<file path="src/rtl/dmem_arb_pkg.sv">
// Shared constants for the data-memory arbiter: FSM state codes, requester ids
// and the geometry of the attached data memory.
package dmem_arb_pkg;

  typedef logic [1:0] state_t;

  localparam state_t ST_IDLE   = 2'd0;
  localparam state_t ST_ACCESS = 2'd1;
  localparam state_t ST_RESP   = 2'd2;

  localparam logic REQ_ID_M0 = 1'b0;
  localparam logic REQ_ID_M1 = 1'b1;

  localparam int MEM_DEPTH  = 64;
  localparam int WORD_BYTES = 4;

endpackage

</file>
<file path="src/rtl/dmem_arb_rr.sv">
// Two-way round-robin pick: a lone request wins outright, a tie goes to the
// requester that was not granted last.
module dmem_arb_rr
  import dmem_arb_pkg::*;
(
  input  logic req0,
  input  logic req1,
  input  logic last_gnt,
  output logic winner
);

  // Winner selection
  always_comb begin
    winner = REQ_ID_M0;
    if (req0 && req1) begin
      winner = ~last_gnt;
    end else if (req1) begin
      winner = REQ_ID_M1;
    end else begin
      winner = REQ_ID_M0;
    end
  end

endmodule

</file>
<file path="src/rtl/dmem_arbiter.sv">
// Arbitrates two requesters onto one data memory with an IDLE/ACCESS/RESP cycle.
// Defining DMEM_ARB_ADDR_CHECK_EN rejects misaligned or out-of-range addresses.
module dmem_arbiter
  import dmem_arb_pkg::*;
#(
  parameter int ADDR_BUS_WIDTH = 32,
  parameter int DATA_BUS_WIDTH = 32
) (
  input  logic                      clk,
  input  logic                      rst_n,
  input  logic                      m0_req,
  input  logic                      m0_we,
  input  logic [ADDR_BUS_WIDTH-1:0] m0_addr,
  input  logic [DATA_BUS_WIDTH-1:0] m0_wdata,
  output logic                      m0_ack,
  output logic [DATA_BUS_WIDTH-1:0] m0_rdata,
  output logic                      m0_err,
  input  logic                      m1_req,
  input  logic                      m1_we,
  input  logic [ADDR_BUS_WIDTH-1:0] m1_addr,
  input  logic [DATA_BUS_WIDTH-1:0] m1_wdata,
  output logic                      m1_ack,
  output logic [DATA_BUS_WIDTH-1:0] m1_rdata,
  output logic                      m1_err,
  output logic [ADDR_BUS_WIDTH-1:0] mem_addr,
  output logic [DATA_BUS_WIDTH-1:0] mem_write_data,
  output logic                      mem_write_en,
  input  logic [DATA_BUS_WIDTH-1:0] mem_read_data
);

  state_t                    state_q, state_d;
  logic                      last_q, last_d;
  logic                      gnt_id_q, gnt_id_d;
  logic                      gnt_we_q, gnt_we_d;
  logic                      bad_q, bad_d;
  logic [ADDR_BUS_WIDTH-1:0] mem_addr_q, mem_addr_d;
  logic [DATA_BUS_WIDTH-1:0] mem_wdata_q, mem_wdata_d;
  logic                      mem_we_q, mem_we_d;
  logic                      m0_ack_q, m0_ack_d, m1_ack_q, m1_ack_d;
  logic                      m0_err_q, m0_err_d, m1_err_q, m1_err_d;
  logic [DATA_BUS_WIDTH-1:0] m0_rdata_q, m0_rdata_d, m1_rdata_q, m1_rdata_d;

  logic                      winner;
  logic                      any_req;
  logic                      sel_we;
  logic                      sel_bad;
  logic [ADDR_BUS_WIDTH-1:0] sel_addr;
  logic [DATA_BUS_WIDTH-1:0] sel_wdata;

  dmem_arb_rr u_rr (
    .req0     (m0_req),
    .req1     (m1_req),
    .last_gnt (last_q),
    .winner   (winner)
  );

  assign any_req   = m0_req | m1_req;
  assign sel_we    = (winner == REQ_ID_M1) ? m1_we    : m0_we;
  assign sel_addr  = (winner == REQ_ID_M1) ? m1_addr  : m0_addr;
  assign sel_wdata = (winner == REQ_ID_M1) ? m1_wdata : m0_wdata;

`ifdef DMEM_ARB_ADDR_CHECK_EN
  assign sel_bad = (sel_addr[1:0] != 2'b00) ||
                   (sel_addr > ADDR_BUS_WIDTH'(MEM_DEPTH - WORD_BYTES));
`else
  assign sel_bad = 1'b0;
`endif

  // Next-state and datapath; mem_* registers are only non-zero while in ACCESS
  always_comb begin
    state_d     = state_q;
    last_d      = last_q;
    gnt_id_d    = gnt_id_q;
    gnt_we_d    = gnt_we_q;
    bad_d       = bad_q;
    mem_addr_d  = mem_addr_q;
    mem_wdata_d = mem_wdata_q;
    mem_we_d    = mem_we_q;
    m0_ack_d    = 1'b0;
    m1_ack_d    = 1'b0;
    m0_err_d    = 1'b0;
    m1_err_d    = 1'b0;
    m0_rdata_d  = m0_rdata_q;
    m1_rdata_d  = m1_rdata_q;
    case (state_q)
      ST_IDLE: begin
        if (any_req) begin
          state_d     = ST_ACCESS;
          last_d      = winner;
          gnt_id_d    = winner;
          gnt_we_d    = sel_we;
          bad_d       = sel_bad;
          mem_addr_d  = sel_addr;
          mem_wdata_d = sel_wdata;
          mem_we_d    = sel_we & ~sel_bad;
        end else begin
          state_d = ST_IDLE;
        end
      end
      ST_ACCESS: begin
        state_d     = ST_RESP;
        mem_addr_d  = '0;
        mem_wdata_d = '0;
        mem_we_d    = 1'b0;
        if (gnt_id_q == REQ_ID_M1) begin
          m1_ack_d = 1'b1;
          m1_err_d = bad_q;
          if (bad_q) begin
            m1_rdata_d = '0;
          end else if (!gnt_we_q) begin
            m1_rdata_d = mem_read_data;
          end else begin
            m1_rdata_d = m1_rdata_q;
          end
        end else begin
          m0_ack_d = 1'b1;
          m0_err_d = bad_q;
          if (bad_q) begin
            m0_rdata_d = '0;
          end else if (!gnt_we_q) begin
            m0_rdata_d = mem_read_data;
          end else begin
            m0_rdata_d = m0_rdata_q;
          end
        end
      end
      ST_RESP: begin
        state_d = ST_IDLE;
      end
      default: begin
        state_d     = ST_IDLE;
        mem_addr_d  = '0;
        mem_wdata_d = '0;
        mem_we_d    = 1'b0;
      end
    endcase
  end

  // State registers; reset leaves requester 1 as last grant so requester 0 wins the first tie
  always_ff @(posedge clk or negedge rst_n) begin
    if (!rst_n) begin
      state_q     <= ST_IDLE;
      last_q      <= REQ_ID_M1;
      gnt_id_q    <= REQ_ID_M0;
      gnt_we_q    <= 1'b0;
      bad_q       <= 1'b0;
      mem_addr_q  <= '0;
      mem_wdata_q <= '0;
      mem_we_q    <= 1'b0;
      m0_ack_q    <= 1'b0;
      m1_ack_q    <= 1'b0;
      m0_err_q    <= 1'b0;
      m1_err_q    <= 1'b0;
      m0_rdata_q  <= '0;
      m1_rdata_q  <= '0;
    end else begin
      state_q     <= state_d;
      last_q      <= last_d;
      gnt_id_q    <= gnt_id_d;
      gnt_we_q    <= gnt_we_d;
      bad_q       <= bad_d;
      mem_addr_q  <= mem_addr_d;
      mem_wdata_q <= mem_wdata_d;
      mem_we_q    <= mem_we_d;
      m0_ack_q    <= m0_ack_d;
      m1_ack_q    <= m1_ack_d;
      m0_err_q    <= m0_err_d;
      m1_err_q    <= m1_err_d;
      m0_rdata_q  <= m0_rdata_d;
      m1_rdata_q  <= m1_rdata_d;
    end
  end

  assign m0_ack         = m0_ack_q;
  assign m1_ack         = m1_ack_q;
  assign m0_err         = m0_err_q;
  assign m1_err         = m1_err_q;
  assign m0_rdata       = m0_rdata_q;
  assign m1_rdata       = m1_rdata_q;
  assign mem_addr       = mem_addr_q;
  assign mem_write_data = mem_wdata_q;
  assign mem_write_en   = mem_we_q;

endmodule
</file>
<file path="config.mk">
export PLATFORM = sky130hd
export DESIGN_NAME = dmem_arbiter
export DESIGN_NICKNAME = d
export VERILOG_FILES = /design/src/rtl/dmem_arb_pkg.sv /design/src/rtl/dmem_arb_rr.sv /design/src/rtl/dmem_arbiter.sv
export SDC_FILE = /design/constraint.sdc
export NUM_CORES = 1
export LEC_CHECK = 0
export CAP_MARGIN = 0
export CELL_PAD_IN_SITES_DETAIL_PLACEMENT = 0
export CELL_PAD_IN_SITES_GLOBAL_PLACEMENT = 2
export CORE_MARGIN = 2
export CORE_UTILIZATION = 25
export CTS_CLUSTER_SIZE = 40
export DETAILED_ROUTE_END_ITERATION = 8
export PLACE_DENSITY = 0.8
export SLEW_MARGIN = 20
export SYNTH_ARGS = -nofsm -noshare
export SYNTH_HDL_FRONTEND = slang
export SYNTH_SLANG_ARGS = --single-unit
export TNS_END_PERCENT = 1
</file>
<file path="constraint.sdc">
create_clock -name clk -period 1.9 [get_ports clk]
set_clock_uncertainty 0.15 [all_clocks]
set_input_delay 0.57 -clock clk [delete_from_list [all_inputs] [get_ports clk]]
set_output_delay 0.57 -clock clk [all_outputs]
set_load 0.03 [all_outputs]
</file>
# Word level (Yosys, flattened, before mapping)
# Index checks and enable logic that the tools add are counted.
# word_totals
mem_count,0
romBits,0
wordCells,43
inputBits,166
latch_bits,0
ramBits,0
register_bits,136
# op_classes
add_sub_neg,0
mul,0
n_div,0
shifts,0
bitwise_logic,5
n_lt_le_gt_ge,0
mux,18
n_reduce_logical,6
eq_ne,3
# ops
cell,count
2-to-1 mux 32 bit,5
one-hot mux 32 bit (2 select lines),2
2-to-1 mux 1 bit,9
AND reduction 3 bit,2
NOT 1 bit,4
one-hot mux 2 bit (2 select lines),1
AND reduction 2 bit,2
"equality test 2 x 1 -> 1 bit, second input constant",1
"equality test 2 bit, second input constant",1
zero test 2 bit,1
"!= test 2 bit, second input constant",1
one-hot mux 1 bit (2 select lines),1
logical AND 1 bit,1
OR 1 bit,1

# Logic depth before layout (Yosys ltp)
# Gate-level depths: netlist of run 1.
# depth
word_depth,5
depth_mapped,5
mapped_depth_nobuf,3

# By module
# A second synthesis of run 1 with hierarchy kept.
# hier_totals
hier_cells,378
hier_area_um2,5804.3
# modules_own_cells
mod,instances,cells_each,area_each_um2
dmem_arbiter,1,377,5793.1
dmem_arb_rr,1,1,11.3

# Worst setup path after synthesis of run 1
# Ideal clock, no wire load.
# synth_path
path_type,input to register
start,input port m1_req
end,"register mem_addr_q[19], in the netlist mem_addr[19]"
arrival_time_ns,1.452
cell_stages,5
setup_ns,0.126
path_slack_ns,0.172
cell_sequence,a21boi_1 -> and2_1 -> buf_4 -> buf_4 -> a221o_1
# synth_between
elab_chain_cells,5
elab_cells_between_ends,9
classes_between,eq/ne: 1; mux: 5; bitwise: 1; reduce/logical: 2
# synth_rtl
item,line,text
start: declaration,dmem_arbiter.sv:18,"input logic m1_req,"
2-to-1 mux 1 bit or logical AND 1 bit (tied branches),"dmem_arb_rr.sv:17, dmem_arb_rr.sv:15",
2-to-1 mux 1 bit,dmem_arb_rr.sv:15,if (req0 && req1) begin
2-to-1 mux 32 bit,dmem_arbiter.sv:59,assign sel_addr = (winner == REQ_ID_M1) ? m1_addr : m0_addr;
2-to-1 mux 32 bit,dmem_arbiter.sv:87,if (any_req) begin
one-hot mux 32 bit (2 select lines),dmem_arbiter.sv:85,case (state_q)
end signal: assignment,dmem_arbiter.sv:162,mem_addr_q <= mem_addr_d;
end: declaration,dmem_arbiter.sv:36,"logic [ADDR_BUS_WIDTH-1:0] mem_addr_q, mem_addr_d;"
# Parallel ways exist; a longest one is shown, timed or not. The select of a mux whose other input is x is not followed.
# A chain may end at the register's enable or synchronous reset.

# Worst setup path after layout of run 1
# layout_path
start,"register mem_addr_q[29], in the netlist mem_addr[29]"
end,output port mem_addr[29]
# layout_lines
item,line,text
end: declaration,dmem_arbiter.sv:25,"output logic [ADDR_BUS_WIDTH-1:0] mem_addr,"
# No word-level cell between the ends.

==> results by group, run 1 <==
Run status
  • Outcome: finished clean

Logic synthesis
  • Gate count after technology mapping: approximately 390
  • Synth top area cells: dfrtp_1 (58%), a221o_1 (11%), nor3b_1 (8.3%)
  • Sequential element share of the synthesized area: about 59%
  • Main combinational cell family by area after synthesis: multiplexers
  • Proportion of synthesized area in mux cells: ~15%
  • Post-synth EDFFs: 0
  • Xor/xnor cell area share of the yosys netlist: 0%
  • Share of the synthesized area in the top cell type: between 50% and 60%
  • Ys flop type: dfrtp_1
  • Synth async-reset ratio: between 90% and 100%
  • Mean Syn Cell Area: about 15 um2
  • Yosys reg bits: between 100 and 150
  • Simple-gate portion of the synthesized area: 9.37%
  • Syn. warnings: 0
  • Synth Area in Compound Gates: 11.9%
  • Post-Syn Area: slightly below 0.006 mm2
  • Most numerous cell in the Yosys netlist: dfrtp_1
  • Synth unique cells: 25
  • Adder-cell share of the synthesized area: 0%
  • Cell taking the most area after synthesis: dfrtp_1
  • Commonest cells in the netlist: dfrtp_1 (135), a221o_1 (64), nor3b_1 (64), mux2_1 (34), mux2_4 (30)

Critical path
  • Crit path kind: flip-flop to output port
  • CP max-delay cell: dfrtp_1
  • CP required: around 1.2 ns
  • Crit Path Max Fanout: 2
  • Setup crit end kind: output port
  • Bufs and invs on worst path: 1
  • CP peak stage delay: approximately 0.38 ns
  • CP delay by family, top: flip-flops
  • Crit-path cells: clkdlybuf4s15_1
  • CP Launch Type: flip-flop
  • CP arrival: 1.15 ns

Routing
  • Per-cell routed wire length: 18.8 um
  • Total number of vias: approximately 4,600
  • DRC Markers: 0
  • Final antenna-violating net count: 0
  • Detailed Route WL: 18.5 mm
  • Initial drt markers: between 150 and 200
  • Avg Vias per Cell: between 4 and 5
  • First-pass iteration count of the detailed router: 4

Die
  • Row count: 55
  • Initial Util: about a quarter
  • Die width: 156 um
  • IO Count: 299
  • Chip height: ~160 um
  • Core area: approximately 0.023 mm2
  • Die Area: ~0.024 mm2

GRT
  • Largest net degree at the start of global routing: 66
  • Number of global-route vias before repair: between 5,000 and 6,000
  • Total track usage: between 10% and 20%
  • First-pass GRT wire length: between 20 and 30 mm
  • Remaining global-route overflow: 0
  • Initial antenna violation count: 0

Timing
  • Final hold vios: 0
  • Upper clock frequency limit: 536 MHz
  • Tcrit/Tclk final: between 90 and 100%
  • Slew Limit Fails: 0
  • Endpoints failing setup: 0
  • Worst Max-Slew Pin Slew: roughly 0.77 ns
  • Fin crit period: ~1.9 ns
  • RSZ-0062 raised after global routing: true
  • Worst slew margin: between 40 and 50%
  • Setup ws final: 0.0326 ns

Power
  • Gate power share: 50.9%
  • Sequential power share: about 30%
  • Sw Pwr: 7.27 mW
  • Static Leak: 4.08 nW
  • Int Pwr: approximately 9.5 mW
  • Sw frac: between 40% and 50%
  • VDD IR max: 0.788 mV
  • Pwr Density: between 1500 and 2000 mW/mm2
  • Clk pwr share: 18.5%
  • Total power: between 15 and 20 mW

Run
  • Max Cap Viol: 0

Clocking
  • Clk buf depth: 2
  • Root Buffer Master: clkbuf_16
  • Htree depth: 4
  • CTS tree: built
  • Post-CTS setup repair buffer count: 0
  • CTS sink count: roughly 140
  • Clk Latency, worst-skew pair: about 0.4 ns
  • Worst-path clk slew: 0.06 ns
  • Inserted Clock Buffers: 17

Placement
  • Post-place setup slack: -0.369 ns
  • PortBufs: a little under 300
  • Detailed placement HPWL: 13.3 mm
  • Gpl congestion: around 0.76

Cells and area
  • Area delta synth->final: 60.3%
  • Diodes inserted: 0
  • Share of layout cells above drive strength 1: about 29%
  • Nets: 852
  • Filler cells: roughly 2,100
  • Final core utilization: 40.9%

Worst hold path
  • HP Class: flip-flop to flip-flop
## timing repair
action	4_1_cts	5_1_grt
endpoints found under the setup margin	128	108
pin swaps	0	0
hold endpoints to repair	32	0
hold buffers	1	0
resized for setup	245	120
## cells by family after synthesis
| family | count (synthesis) |
|---|---|
| compound gates | 70 |
| buf+inv | 40 |
| flops | 136 |
| mux | 66 |
| other cells | 1 |
| simple gates | 74 |
## layer usage
metal / vias to the layer above / wire, um / track usage [%] / share of wire [%]
met2: 221 / 9170 / 25.3 / 49
li1: 2076 / - / - / -
met1: 2279 / 7330 / 17.6 / 40
met4: 0 / 390 / 6.03 / 2.1
met5: - / 0 / 0 / 0
met3: 24 / 1650 / 5.75 / 8.9
## state kept, by name, indices dropped and copies added, names as in the netlist
name / count
gnt_we_q: 1
gnt_id_q: 1
mem_addr: 32
m1_rdata: 32
state_q: 2
last_q: 1
m1_ack: 1
mem_write_en: 1
m0_rdata: 32
mem_write_data: 32
m0_ack: 1
## area by class of cell
cell class	count	area, um2	area share, %
Clock buffer	19	453	4.89
Tap cell	285	357	3.85
Multi-Input combinational cell	212	2100	22.7
Timing Repair Buffer	316	2850	30.7
Sequential cell	136	3410	36.8
Inverter	3	11.3	0.122
Clock inverter	13	95.1	1.03
## final timing paths
path                            slack, ns  cells after the start          from           end
worst min-delay path                 0.33                      1   m0_rdata[2]   m0_rdata[2]
max in group asynchronous            0.58                      3         rst_n  mem_addr[19]
worst max register to register       0.18                      3    state_q[0]   mem_addr[1]
min in group asynchronous            0.49                      2         rst_n  m1_rdata[13]
worst min register to register       0.33                      1   m0_rdata[2]   m0_rdata[2]
worst max-delay path                 0.03                      1  mem_addr[29]  mem_addr[29]
## power by group through the flow
stage | sequential [mW] | combinational (mW) | clock (mW)
after floorplan | 7.78 | 2.85 | 0
after global placement | 5.10 | 9.63 | 0
after detailed placement | 5.14 | 9.73 | 0
after CTS | 5.13 | 9.06 | 3.21
after global routing | 5.31 | 9.01 | 3.33
final | 5.12 | 8.54 | 3.11
## per-stage QoR
| stage | TNS [ns] | instances | hold WS (ns) | area [um2] |
|---|---|---|---|---|
| 6_report | 0 | 984 | 0.334 | 9270 |
| 5_1_grt | -0.0217 | 984 | 0.346 | 9270 |
| 4_1_cts | -0.000340 | 984 | 0.334 | 9700 |
| 3_5_place_dp | -22.36 | 951 | 0.324 | 9160 |
| 3_3_place_gp | -23.21 | 951 | 0.316 | 9160 |
| 2_1_floorplan | 0 | 388 | 0.124 | 5780 |
## cells in the final DEF, fill, tap and decap left out, types with 2 or more instances in the layout
cell,n
inv_6,3
buf_4,7
clkbuf_2,94
clkdlybuf4s50_1,164
clkinv_2,4
a221o_1,64
mux2_1,34
and2_2,2
buf_12,15
conb_1,2
nor2_1,3
a21o_1,2
mux2_4,30
clkbuf_16,17
clkbuf_8,2
nor3b_1,64
clkdlybuf4s15_2,16
inv_1,3
dfrtp_1,134
nand2b_1,2
clkdlybuf4s15_1,17
clkinv_4,3
clkinvlp_4,3
mux2i_1,2
Power figures use the tool's default switching activity.
==> run 2: changes to the inputs <==
- SETUP_SLACK_MARGIN: not set -> 0.4
==> results by group, run 2 (same netlist as run 1, synthesis figures left out) <==
Run status
  • Outcome: finished clean

GRT
  • First-pass GRT wire length: 29.4 mm (+2.5%)
  • Total track usage: 15.7% (+0.52 points)
  • Largest net degree at the start of global routing: 66 (unchanged)
  • Remaining global-route overflow: 0 (unchanged)
  • Number of global-route vias before repair: 5,279 (+2.5%)
  • Initial antenna violation count: 0 (unchanged)

Power
  • VDD IR max: 0.737 mV (-6.4%)
  • Pwr Density: 1880 mW/mm2 (+3.6%)
  • Total power: 17.9 mW (+6.5%)
  • Static Leak: 4.31 nW (+5.4%)

Cells and area
  • Register Area: 0.00341 mm2 (unchanged)
  • Commonest cells after routing, fill and taps aside: clkdlybuf4s50_1 (162), dfrtp_1 (134), buf_2 (97), nor3b_1 (64), a221o_1 (64)
  • Nets: 869 (+2.0%)
  • Share of layout cells above drive strength 1: 33.2% (+4.3 points)
  • Area delta synth->final: 64.9%
  • Multi-input gate area: 0.00213 mm2 (+1.7%)
  • Commonest non-fill, non-tap cell in the layout: clkdlybuf4s50_1
  • Diodes inserted: 0 (unchanged)
  • Post-Layout Cell Count: 1,001 (+1.7%)
  • Filler cells: 2,102 (-0.85%)

Timing
  • RSZ-0062 raised after global routing: true
  • Endpoints failing setup: 0 (unchanged)
  • Fin crit period: 1.70 ns (-0.168 ns)
  • Final hold vios: 0 (unchanged)
  • Min Hold Slack: 0.327 ns (-0.00770 ns)
  • Slew Limit Fails: 0 (unchanged)
  • Tcrit/Tclk final: 89.5% (-8.8 points)
  • Upper clock frequency limit: 588 MHz (+9.9%)
  • Worst slew margin: 62.8% (+14 points)
  • Worst Max-Slew Pin Slew: 0.559 ns (-0.209 ns)

Die
  • Core area: 0.0226 mm2 (unchanged)
  • Chip height: 156 um (unchanged)
  • Die width: 156 um (unchanged)
  • IO Count: 299 (unchanged)
  • Row count: 55 (unchanged)
  • Die Area: 0.0244 mm2 (unchanged)
  • Initial Util: 25.5% (unchanged)

Placement
  • Gpl congestion: 0.766 (+1.2%)
  • Placed cells: 953 (+0.21%)
  • Detailed placement HPWL: 13.4 mm (+1.1%)
  • PortBufs: 296 (unchanged)

Clocking
  • Clk Latency, worst-skew pair: 0.40 ns (about the same)
  • CTS sink count: 136 (unchanged)
  • Root Buffer Master: clkbuf_16
  • Inserted Clock Buffers: 17 (unchanged)
  • Htree depth: 4 (unchanged)
  • CTS tree: built
  • Worst-path clk slew: 0.06 ns (about the same)
  • Clk buf depth: 2 (unchanged)

Worst hold path
  • Hold Path Depth: 1 (unchanged)
  • HP Start: m0_rdata[17]
  • Worst hold endpoint: m0_rdata[17]
  • HP Class: flip-flop to flip-flop

Critical path
  • Worst setup startpoint: mem_addr[8]
  • Register-to-Register Path Depth: 4 (+1)
  • FF-to-FF End: mem_write_data[6]
  • CP delay by family, top: flip-flops
  • CP required: 1.18 ns (about the same)
  • CP max-delay cell: dfrtp_1
  • CP Launch Type: flip-flop
  • Reg-to-Reg Start: last_q
  • Crit path kind: flip-flop to output port
  • Crit-path cells: buf_2
  • Bufs and invs on worst path: 1 (unchanged)
  • Setup crit end kind: output port
  • R2R Setup Slk: 0.22 ns (+0.04 ns)
  • CP arrival: 0.98 ns (-0.17 ns)
  • Crit Path Max Fanout: 2 (unchanged)
  • CP peak stage delay: 0.39 ns (about the same)

Routing
  • Final antenna-violating net count: 0 (unchanged)
  • Detailed Route WL: 19.5 mm (+5.2%)
  • First-pass iteration count of the detailed router: 4 (unchanged)
  • Avg Vias per Cell: 4.78 (+2.3%)
  • Per-cell routed wire length: 19.5 um (+3.4%)
  • Initial drt markers: 180 (-2.7%)
  • Total number of vias: 4,789 (+4.1%)
  • DRC Markers: 0 (unchanged)

Run
  • Max Cap Viol: 0 (unchanged)
[run 2: cell types whose count changed in the layout (fill, tap and decap cells not counted), sizes merged, moves of 2 or more]
cell	change
bufbuf	+2
buf	+140
clkbuf	-91
bufinv	+5
clkdlybuf4s15	-33
clkdlybuf4s50	-2
clkinv	-4
[run 2: how the worst max path moves through the flow]
stage              endpoint  slack [ns]  cells after the start
5_1_grt        mem_addr[11]        0.15                      1
4_1_cts        m0_rdata[31]        0.16                      5
3_3_place_gp   mem_addr[30]       -0.35                      5
6_report        mem_addr[8]        0.20                      1
3_5_place_dp    mem_addr[8]       -0.39                      5
2_1_floorplan  mem_addr[19]        0.24                      5
[run 2: layout make-up]
class	instances	share of cell area, %
Sequential cell	136	35.7
Timing Repair Buffer	333	31.2
Multi-Input combinational cell	212	22.4
Clock buffer	19	4.54
Tap cell	285	3.74
Clock inverter	13	2.28
Inverter	3	0.118
[run 2: report_power, final]
group	internal [mW]	total, mW	switching [mW]
Sequential	4.34	5.14	0.806
Clock	2.35	3.67	1.32
Combinational	3.83	9.05	5.22
Total	10.5	17.9	7.35
[run 2: metrics by stage]
step	setup slack, ns	utilization [%]	setup TNS, ns	cell area [um2]
CTS	0.159	41.1	0	9310
global placement	-0.347	40.3	-22.06	9140
global route	0.153	42.1	0	9530
detailed placement	-0.387	40.3	-23.13	9140
floorplan	0.241	-	0	5820
finish	0.200	42.1	0	9530
[run 2: repair_timing]
action,CTS,global route
hold buffers,1,0
gates cloned,3,3
endpoints found under the setup margin,263,261
pin swaps,1,1
resized for setup,649,63
buffers inserted,3,6
endpoints found under the hold margin,27,0
[run 2: layer usage]
| metal | track usage, % | up-vias | share of wire [%] |
|---|---|---|---|
| met3 | 5.75 | 23 | 8.3 |
| li1 | - | 2113 | - |
| met1 | 17.7 | 2424 | 39 |
| met4 | 4.72 | 0 | 1.8 |
| met5 | 0 | - | 0 |
| met2 | 27.7 | 229 | 51 |
